--- src/rtl/sram_port_pkg.sv ---
// Shared SRAM port definitions: mask granule, mask-width helper and the
// request/response records used at the client side of the RW0 initiator.
package sram_port_pkg;

    localparam int SRAM_GRAN   = 8;
    localparam int REQ_ADDR_W  = 8;
    localparam int REQ_DATA_W  = 32;

    function automatic int mask_width(input int data_w);
        return data_w / SRAM_GRAN;
    endfunction

    typedef struct packed {
        logic                               write;
        logic [REQ_ADDR_W-1:0]              addr;
        logic [REQ_DATA_W/SRAM_GRAN-1:0]    mask;
        logic [REQ_DATA_W-1:0]              wdata;
    } sram_req_t;

    typedef struct packed {
        logic [REQ_DATA_W-1:0]              rdata;
    } sram_resp_t;

endpackage

--- src/rtl/sram_resp_queue.sv ---
// Small circular FIFO holding read responses the client has not yet taken.
// Pointers wrap modulo DEPTH, so DEPTH need not be a power of two.
module sram_resp_queue #(
    parameter int DEPTH = 2,
    parameter int W     = 32,
    parameter int CW    = $clog2(DEPTH + 1)
) (
    input  logic          clk,
    input  logic          rst_n,
    input  logic          enq,
    input  logic [W-1:0]  wdata,
    input  logic          deq,
    output logic [W-1:0]  rdata,
    output logic [CW-1:0] count
);

    localparam int PW = (DEPTH > 1) ? $clog2(DEPTH) : 1;

    logic [W-1:0]  mem_q [DEPTH];
    logic [PW-1:0] wr_q, wr_d, rd_q, rd_d;
    logic [CW-1:0] count_q, count_d;

    function automatic logic [PW-1:0] wrap_inc(input logic [PW-1:0] p);
        return (p == PW'(DEPTH - 1)) ? '0 : p + 1'b1;
    endfunction

    always_comb begin
        wr_d    = enq ? wrap_inc(wr_q) : wr_q;
        rd_d    = deq ? wrap_inc(rd_q) : rd_q;
        count_d = count_q + CW'(enq) - CW'(deq);
    end

    always_ff @(posedge clk or negedge rst_n) begin
        if (!rst_n) begin
            wr_q    <= '0;
            rd_q    <= '0;
            count_q <= '0;
        end else begin
            wr_q    <= wr_d;
            rd_q    <= rd_d;
            count_q <= count_d;
        end
    end

    // Storage needs no reset: the count alone says which entries are live.
    always_ff @(posedge clk) begin
        if (enq) mem_q[wr_q] <= wdata;
    end

    assign rdata = mem_q[rd_q];
    assign count = count_q;

endmodule

--- src/rtl/sram_rw0_initiator.sv ---
// Valid/ready front-end for the RW0 port of a byte-masked single-port SRAM.
// Reads return in order; a credit counter guarantees every read has a slot.
module sram_rw0_initiator
    import sram_port_pkg::*;
#(
    parameter int ADDR_W     = 8,
    parameter int DATA_W     = 32,
    parameter int MASK_W     = mask_width(DATA_W),
    parameter int RESP_DEPTH = 2
) (
    input  logic              clock,
    input  logic              reset_n,
    input  logic              req_valid,
    output logic              req_ready,
    input  logic              req_write,
    input  logic [ADDR_W-1:0] req_addr,
    input  logic [MASK_W-1:0] req_mask,
    input  logic [DATA_W-1:0] req_wdata,
    output logic              resp_valid,
    input  logic              resp_ready,
    output logic [DATA_W-1:0] resp_rdata,
    output logic              sram_en,
    output logic              sram_wmode,
    output logic [ADDR_W-1:0] sram_addr,
    output logic [MASK_W-1:0] sram_wmask,
    output logic [DATA_W-1:0] sram_wdata,
    input  logic [DATA_W-1:0] sram_rdata
);

    localparam int CNT_W = $clog2(RESP_DEPTH + 1);

    logic [CNT_W-1:0]  cnt_q, cnt_d, q_count;
    logic              rd_inflight_q;
    logic              fire, rd_fire, pop, q_empty, enq, deq;
    logic [DATA_W-1:0] q_head;

    // Credits cover both the read in flight and queued data, so the queue
    // can never be asked to take data while full.
    assign req_ready  = reset_n & (cnt_q < CNT_W'(RESP_DEPTH));
    assign fire       = req_valid & req_ready;
    assign rd_fire    = fire & ~req_write;

    assign sram_en    = fire;
    assign sram_wmode = req_write;
    assign sram_addr  = req_addr;
    assign sram_wdata = req_wdata;
    assign sram_wmask = (reset_n & req_write) ? req_mask : '0;

    assign q_empty    = (q_count == '0);
    assign resp_valid = rd_inflight_q | ~q_empty;
    assign resp_rdata = q_empty ? sram_rdata : q_head;
    assign pop        = resp_valid & resp_ready;

    // Inflight data bypasses the queue only when nothing is ahead of it.
    assign enq        = rd_inflight_q & ~(q_empty & resp_ready);
    assign deq        = ~q_empty & resp_ready;

    always_comb begin
        cnt_d = cnt_q + CNT_W'(rd_fire) - CNT_W'(pop);
    end

    always_ff @(posedge clock or negedge reset_n) begin
        if (!reset_n) begin
            cnt_q         <= '0;
            rd_inflight_q <= 1'b0;
        end else begin
            cnt_q         <= cnt_d;
            rd_inflight_q <= rd_fire;
        end
    end

    sram_resp_queue #(
        .DEPTH (RESP_DEPTH),
        .W     (DATA_W),
        .CW    (CNT_W)
    ) u_q (
        .clk   (clock),
        .rst_n (reset_n),
        .enq   (enq),
        .wdata (sram_rdata),
        .deq   (deq),
        .rdata (q_head),
        .count (q_count)
    );

endmodule

--- config.mk ---
export PLATFORM = sky130hd
export DESIGN_NAME = sram_rw0_initiator
export DESIGN_NICKNAME = d
export VERILOG_FILES = /design/src/rtl/sram_port_pkg.sv /design/src/rtl/sram_resp_queue.sv /design/src/rtl/sram_rw0_initiator.sv
export SDC_FILE = /design/constraint.sdc
export NUM_CORES = 1
export LEC_CHECK = 0
export CAP_MARGIN = 10
export CORE_ASPECT_RATIO = 1.5
export CORE_MARGIN = 2
export CORE_UTILIZATION = 45
export DETAILED_ROUTE_END_ITERATION = 8
export PLACE_DENSITY = 0.9
export SYNTH_ARGS = -nofsm -noshare
export SYNTH_HDL_FRONTEND = slang
export SYNTH_SLANG_ARGS = --single-unit
--- constraint.sdc ---
create_clock -name clock -period 4.7 [get_ports clock]
set_input_delay 1.41 -clock clock [delete_from_list [all_inputs] [get_ports clock]]
set_output_delay 1.41 -clock clock [all_outputs]
set_load 0.01 [all_outputs]
# --- Yosys cells after proc, flatten, opt, wreduce, memory -nomap -nowiden ---
# Memory sizes are Yosys's and may differ from the RTL's.
# Cells that the tools add are included.
op_classes:
  addsub: 6
  n_mul: 0
  div_mod_pow: 0
  n_lt_le_gt_ge: 1
  eq_ne: 0
  shifts: 0
  mux: 6
  bitwise: 12
  reduce_logical: 1
ops:
  columns: ["cell", "n"]
  rows:
  - ["$mux 32", 1]
  - ["$and 1x1->1", 8]
  - ["$add 2x1->2", 2]
  - ["$mux 1", 4]
  - ["$mux 4", 1]
  - ["$sub 2x1->2", 2]
  - ["$not 1->1", 3]
  - ["$add 1x1->1 const B", 2]
  - ["$logic_not 2->1", 1]
  - ["$lt 2x2->1 const B", 1]
  - ["$or 1x1->1", 1]
totals:
  register_bits: 7
  latch_bits: 0
  mem_bits_rw: 64
  rom_bits: 0
  input_bits: 81
  output_inout_bits: 80
  word_cells: 32
  memories: 1
memory_table:
  columns: ["name", "depth", "width", "rd", "rd_ports_with_merged_regs", "write_ports", "line", "source"]
  rows:
  - ["u_q.mem_q", 2, 32, 1, 0, 1, "sram_resp_queue.sv:19", "logic [W-1:0] mem_q [DEPTH];"]

# --- Depth between registers and ports, before layout ---
# Gate-level depths: netlist of run 1.
depth:
  ltp_word: 6
  ltp_mapped: 8

# --- By module ---
# From an unflattened synthesis of run 1, not the netlist that was laid out.
unflattened:
  cells_unflattened: 211
  hier_area_um2: 3562.2
modules_own_cells:
  columns: ["module", "instances", "cells_each", "area_per_inst_um2"]
  rows:
  - ["sram_resp_queue", 1, 113, 2648.8]
  - ["sram_rw0_initiator", 1, 98, 913.4]

# --- Worst setup path after synthesis of run 1 ---
# OpenSTA, ideal clock, no wires.
synth_path:
  path_type: "input to register"
  start: "input resp_ready"
  end: "memory u_q.mem_q[0][0] (enable)"
  t_arrival_ns: 2.940
  t_required_ns: 4.279
  path_slack_ns: 1.339
  cell_stages: 2
  n_path_buf: 0
  cell_sequence: "nor3b_1 > nor2_1"
synth_between:
  elab_chain_len: 5
synth_rtl:
  columns: ["item", "line", "source"]
  rows:
  - ["from (decl)", "sram_rw0_initiator.sv:20", "input logic resp_ready,"]
  - ["$and 1x1->1", "sram_rw0_initiator.sv:55", "assign enq = rd_inflight_q & ~(q_empty & resp_ready);"]
  - ["$not 1->1", "sram_rw0_initiator.sv:55", null]
  - ["$and 1x1->1", "sram_rw0_initiator.sv:55", null]
  - ["$mux 1", "sram_resp_queue.sv:47", "if (enq) mem_q[wr_q] <= wdata;"]
  - ["$mux 1 (implied by the code)", "sram_resp_queue.sv:47", null]
  - ["to (decl)", "sram_resp_queue.sv:19", null]
# Every way passes these cells.

# --- Worst setup path in the final report of run 1 ---
layout_path:
  start: "input sram_rdata[2]"
  end: "output resp_rdata[2]"
layout_between:
  elab_chain_len: 1
layout_rtl:
  columns: ["item", "line", "source"]
  rows:
  - ["from (decl)", "sram_rw0_initiator.sv:27", "input logic [DATA_W-1:0] sram_rdata"]
  - ["$mux 32", "sram_rw0_initiator.sv:51", "assign resp_rdata = q_empty ? sram_rdata : q_head;"]
  - ["to (decl)", "sram_rw0_initiator.sv:21", "output logic [DATA_W-1:0] resp_rdata,"]
# Every way passes these cells.

==> impl_metrics.ini, run 1 <==
[finish]
area.sequential_sq_mm = 0.00210
stdcell_area_sq_mm = 0.00431
finalNetCount = 380
drive_gt1_frac = 0.170
n_antenna_cell = 0
areaGrowthSynthToFinish_pct = 22.8
n_fill_cell = 643
multi_input_area_sq_um = 980
layoutNonFillerInstCount = 402

[timing]
setup_viol = 0
min_period_ps = 4120
slew_headroom = 0.313
final.period_utilization = 0.877
fmax_mhz = 242
hold_viol = 0
grt_setup_unrepaired = false
setup_tns_ps = 0
worst_pin_slew_ps = 1030
fin_worst_skew_ps = 5.81
drv_slew = 0

[floorplan]
rows = 39
pin_count = 161
dieArea_sq_mm = 0.00853
start_util = 0.461
die-height_um = 112
die_x_um = 76.1
core-area_sq_mm = 0.00761

[worst_hold_path]
min_path_type = reg -> reg

[yosys]
synth_top_area_frac = 0.548
yosys-top-cells-count = edfxtp_1, buf_4, mux2i_1, nor3_1, a21oi_2
synth.area.top_cells = edfxtp_1, buf_4, mux2i_1, a21oi_2, dfrtp_1
yosys.cell_count.top_type = edfxtp_1
ys_ff_latch = 71
synth_cell_types = 27
syn_area_sq_mm = 0.00351
async_flop_share = 0.0986
synth.net_count = 343
netlist.top_cell.by_area = edfxtp_1
yosysSeqAreaShare = 0.598
syn_inst = 258
yosysWarnings = 0
ys.flop_type = edfxtp_1
synth_edf_count = 64
avgSynthCellArea_sq_um = 13.6

[worst_setup_path]
cp_data_arrival_time_ps = 2710
crit_end = resp_rdata[2]
crit-reg2reg-launch = u_q.count[0]
cp_max_fo = 3
cp-startpoint = sram_rdata[2]
required_ps = 3290
endpoint_kind = output pin
reg2reg_setup_slack_ps = 2570
criticalPathCategory = in -> out
rr_endpoint = u_q.mem_q[1][2]
critPathLaunchType = input pin
rr_worst_depth = 3

[power_and_ir_drop]
p_int_uw = 1670
p_leak_uw = 0.00153
combPwrFrac = 0.435
irDropWorstVdd_uv = 353
p_sw_uw = 849
switching_share = 0.337
power.share.clock = 0.232
pwr-share-seq = 0.334
powerDensity_mw_per_mm2 = 585
p_total_uw = 2520

[drt]
via_per_inst = 5.17
num_vias = 2079
wirelength_um = 6850
route.detailed.drc = 0
wl_per_cell_um = 17.0
drt_pass1_iterations = 4
drt_iter0_markers = 102
ant_nets = 0

[grt]
grt_overflow = 0
use_met1 = 0.196
use_met2 = 0.273
track_usage = 0.162
grt_pass1_wl_um = 10800
antenna_found_initial = 0
globalRouteMet3Util = 0.0418
grt_pass1_vias = 2176
grt_max_degree = 37
busiest_layer = met2

[clocking]
cts_tree = done
root_buffer = clkbuf_16
cts_setup_buffers = 0
cts_buffers = 9
insertion_delay_ps = 320
clockBufferDepth = 2
hold_buffers = 0
htreeDepth = 3
ctsResizeCount = 0
cts.sinks = 71
clk_pin_slew_worst_paths_ps = 50

[placement]
dp_cells = 386
gp_congestion = 0.776
post-dp-hpwl_um = 4240
io_buffers = 80
dpl_cell_area_sq_mm = 0.00405

[outcome]
status = finished clean

[run]
cap_violations = 0
==> flip-flops by register name, summed over array words and instances (netlist names) <==
| name | cells |
|---|---|
| u_q.count | 2 |
| u_q.wr_q | 1 |
| u_q.mem_q | 64 |
| rd_inflight_q | 1 |
| cnt_q | 2 |
| u_q.rd_q | 1 |
==> per-stage QoR <==
step	util	setup slack, ps	hold WS [ps]
after global routing	0.566	495	508
after CTS	0.566	556	493
after global placement	0.532	592	464
after floorplan	-	1340	456
final	0.566	576	487
after detailed placement	0.532	559	480
==> how the worst min path moves through the flow <==
stage | from | endpoint | slack, ps | cells past startpoint
2_1_floorplan | cnt_q[0] | cnt_q[0] | 460 | 1
3_3_place_gp | cnt_q[0] | cnt_q[0] | 460 | 1
3_5_place_dp | cnt_q[0] | cnt_q[0] | 480 | 1
4_1_cts | cnt_q[0] | cnt_q[0] | 490 | 1
5_1_grt | cnt_q[0] | cnt_q[0] | 510 | 1
6_report | cnt_q[0] | cnt_q[0] | 490 | 1
==> per-layer routing <==
layer / vias to the layer above / part of all wire
met5: - / 0
met4: 0 / 0.017
met3: 17 / 0.049
met2: 67 / 0.52
met1: 1020 / 0.42
li1: 975 / -
==> power by group through the flow <==
stage | logic, uW | registers [uW] | clock network [uW]
6_report | 1100 | 841 | 583
5_1_grt | 1170 | 852 | 626
4_1_cts | 1110 | 843 | 598
3_5_place_dp | 1100 | 855 | 0
3_3_place_gp | 1080 | 852 | 0
2_1_floorplan | 759 | 775 | 0
==> final cells by class <==
cell class              count  share of cell area
clock buffers              12              0.0549
clock inverters             4             0.00494
inverters                   5             0.00436
multi-input cells         125               0.228
flip-flops and latches     71               0.487
well taps                 102              0.0296
repair buffers             83               0.191
==> cells in the final DEF, fill, tap and decap left out, types with 4 or more instances in the layout <==
cell,netlist,layout
a21oi_2,30,30
mux2i_1,32,32
inv_1,5,5
clkbuf_16,0,9
ha_1,4,4
xnor2_1,5,5
dfrtp_1,7,6
clkdlybuf4s50_1,0,80
edfxtp_1,64,64
and3_1,4,4
nor3_1,32,32
==> worst max-delay path, stage by stage <==
cell and delay, ps:
clkdlybuf4s50_1 460, nor3_1 260, a21oi_2 50, clkdlybuf4s50_1 520
==> cells by family after synthesis <==
family | share of synthesized area
flip-flops | 0.598
buffers and inverters | 0.125
AND/OR/NAND/NOR | 0.0771
AO/OA/AOI/OAI | 0.0817
multiplexers | 0.0913
XOR/XNOR | 0.0125
adder cells (fa/ha/maj) | 0.0143
Power figures use the tool's default switching activity.
==> run 2: changes to the inputs <==
--- a/config.mk
+++ b/config.mk
@@ -8,9 +8,11 @@
 export CAP_MARGIN = 10
 export CORE_ASPECT_RATIO = 1.5
 export CORE_MARGIN = 2
-export CORE_UTILIZATION = 45
+export CORE_UTILIZATION = 54
 export DETAILED_ROUTE_END_ITERATION = 8
-export PLACE_DENSITY = 0.9
+export DONT_BUFFER_PORTS = 1
+export PLACE_DENSITY = 0.73
+export SLEW_MARGIN = 10
 export SYNTH_ARGS = -nofsm -noshare
 export SYNTH_HDL_FRONTEND = slang
 export SYNTH_SLANG_ARGS = --single-unit
==> run 2 against run 1 <==
Effect of this change: combinational power decreased by 35%; clock-buffer cell count down 1; sequential cell count did not move; via count down 14%; non-clock buffer count fell by 80; critical path type is now reg -> out; largest cell class unchanged; highest routed layer unchanged.
==> impl_metrics.ini, run 2 (synthesis gave the netlist of run 1 again) <==
[outcome]
status = finished clean

[timing]
setup_viol = 0
drv_slew = 0
fin_worst_skew_ps = 3.28
grt_setup_unrepaired = false
slew_headroom = 0.300
fmax_mhz = 306
hold_viol = 0
min_period_ps = 3270
final.period_utilization = 0.696
holdWs_ps = 489
setup_tns_ps = 0
worst_pin_slew_ps = 1050

[floorplan]
rows = 36
dieArea_sq_mm = 0.00717
die-height_um = 103
core-area_sq_mm = 0.00640
start_util = 0.548
die_x_um = 69.8
pin_count = 161

[drt]
via_per_inst = 6.12
num_vias = 1798
ant_nets = 0
wl_per_cell_um = 20.0
route.detailed.drc = 0
drt_pass1_iterations = 4
wirelength_um = 5880
drt_iter0_markers = 113

[finish]
finalNetCount = 300
n_antenna_cell = 0
drive_gt1_frac = 0.216
areaGrowthSynthToFinish_pct = -4.28
final_common_cell = edfxtp_1
largest_reg_flops = 64
n_fill_cell = 553
post-route-util = 0.525
final_cell_mix = edfxtp_1, mux2i_1, nor3_1
stdcell_area_sq_mm = 0.00336
top_register = u_q.mem_q

[placement]
io_buffers = 0
gp_congestion = 0.685
post-dp-hpwl_um = 3620
dpl_cell_area_sq_mm = 0.00321

[clocking]
cts_setup_buffers = 0
hold_buffers = 0
htreeDepth = 3
insertion_delay_ps = 340
cts_tree = done
clk_pin_slew_worst_paths_ps = 60
clockBufferDepth = 2
root_buffer = clkbuf_8
ctsResizeCount = 0
cts_buffers = 9
cts.sinks = 71

[worst_setup_path]
crit_family = flip-flops
slowest_delay_ps = 1000
cp_data_arrival_time_ps = 1860
rr_worst_depth = 4
endpoint_kind = output pin
reg2reg_setup_slack_ps = 2350
crit-reg2reg-launch = u_q.count[1]
path_buf_inv = 0
required_ps = 3290
rr_endpoint = u_q.mem_q[1][28]
criticalPathCategory = reg -> out
crit_chain = mux2i_1, a21oi_2
cp_max_fo = 33
crit_path_top_delay_cell = dfrtp_2
critPathLaunchType = flip-flop

[worst_hold_path]
hold_path_depth = 1
min_to = cnt_q[0]
min_path_type = reg -> reg
hp-start = cnt_q[0]

[grt]
grt_pass1_vias = 1751
grt_overflow = 0
track_usage = 0.170
grt_pass1_wl_um = 9040
grt_max_degree = 37
antenna_found_initial = 0

[power_and_ir_drop]
p_leak_uw = 0.00116
irDropWorstVdd_uv = 295
powerDensity_mw_per_mm2 = 574

[run]
cap_violations = 0
[run 2: cell count changes in the layout (fill, tap and decap cells not counted), sizes merged]
| cell | before | now |
|---|---|---|
| clkdlybuf4s50 | 80 | 0 |
| clkbuf | 12 | 11 |
| inv | 6 | 5 |
[run 2: routing by layer]
layer | vias up | GRT usage | wire [um]
met5 | - | 0 | 0
met4 | 0 | 0.0917 | 129
met3 | 10 | 0.0587 | 409
met2 | 78 | 0.278 | 3130
met1 | 901 | 0.197 | 2210
li1 | 809 | - | -
[run 2: report_power, final]
| group | switching, uW | internal, uW |
|---|---|---|
| Sequential | 90.5 | 747 |
| Clock | 197 | 181 |
| Combinational | 452 | 259 |
| Total | 740 | 1190 |
[run 2: cell type report]
class | instances | area, sq um | area share
timing repair buffer | 3 | 22.5 | 0.00671
sequential | 71 | 2100 | 0.625
clock buffer | 11 | 131 | 0.0391
tap | 76 | 95.1 | 0.0283
multi-input combinational | 125 | 978 | 0.291
inverter | 5 | 18.8 | 0.00559
clock inverter | 3 | 12.5 | 0.00373
[run 2: how the worst max path moves through the flow]
stage / start / slack [ps] / end / cells past startpoint
final: u_q.rd_q / 1430 / resp_rdata[3] / 2
after global routing: u_q.rd_q / 1290 / resp_rdata[30] / 2
after CTS: u_q.rd_q / 1380 / resp_rdata[20] / 2
after detailed placement: sram_rdata[3] / 1560 / resp_rdata[3] / 2
after global placement: sram_rdata[18] / 1580 / resp_rdata[18] / 2
after floorplan: resp_ready / 1340 / u_q.mem_q[0][0] / 2
[run 2: through the flow]
stage,worst slack [ps],power (uW),instances
after CTS,1380,1960,294
after global placement,1580,1560,280
after detailed placement,1560,1580,280
after global routing,1290,2040,294
final,1430,1930,294
after floorplan,1340,1530,258
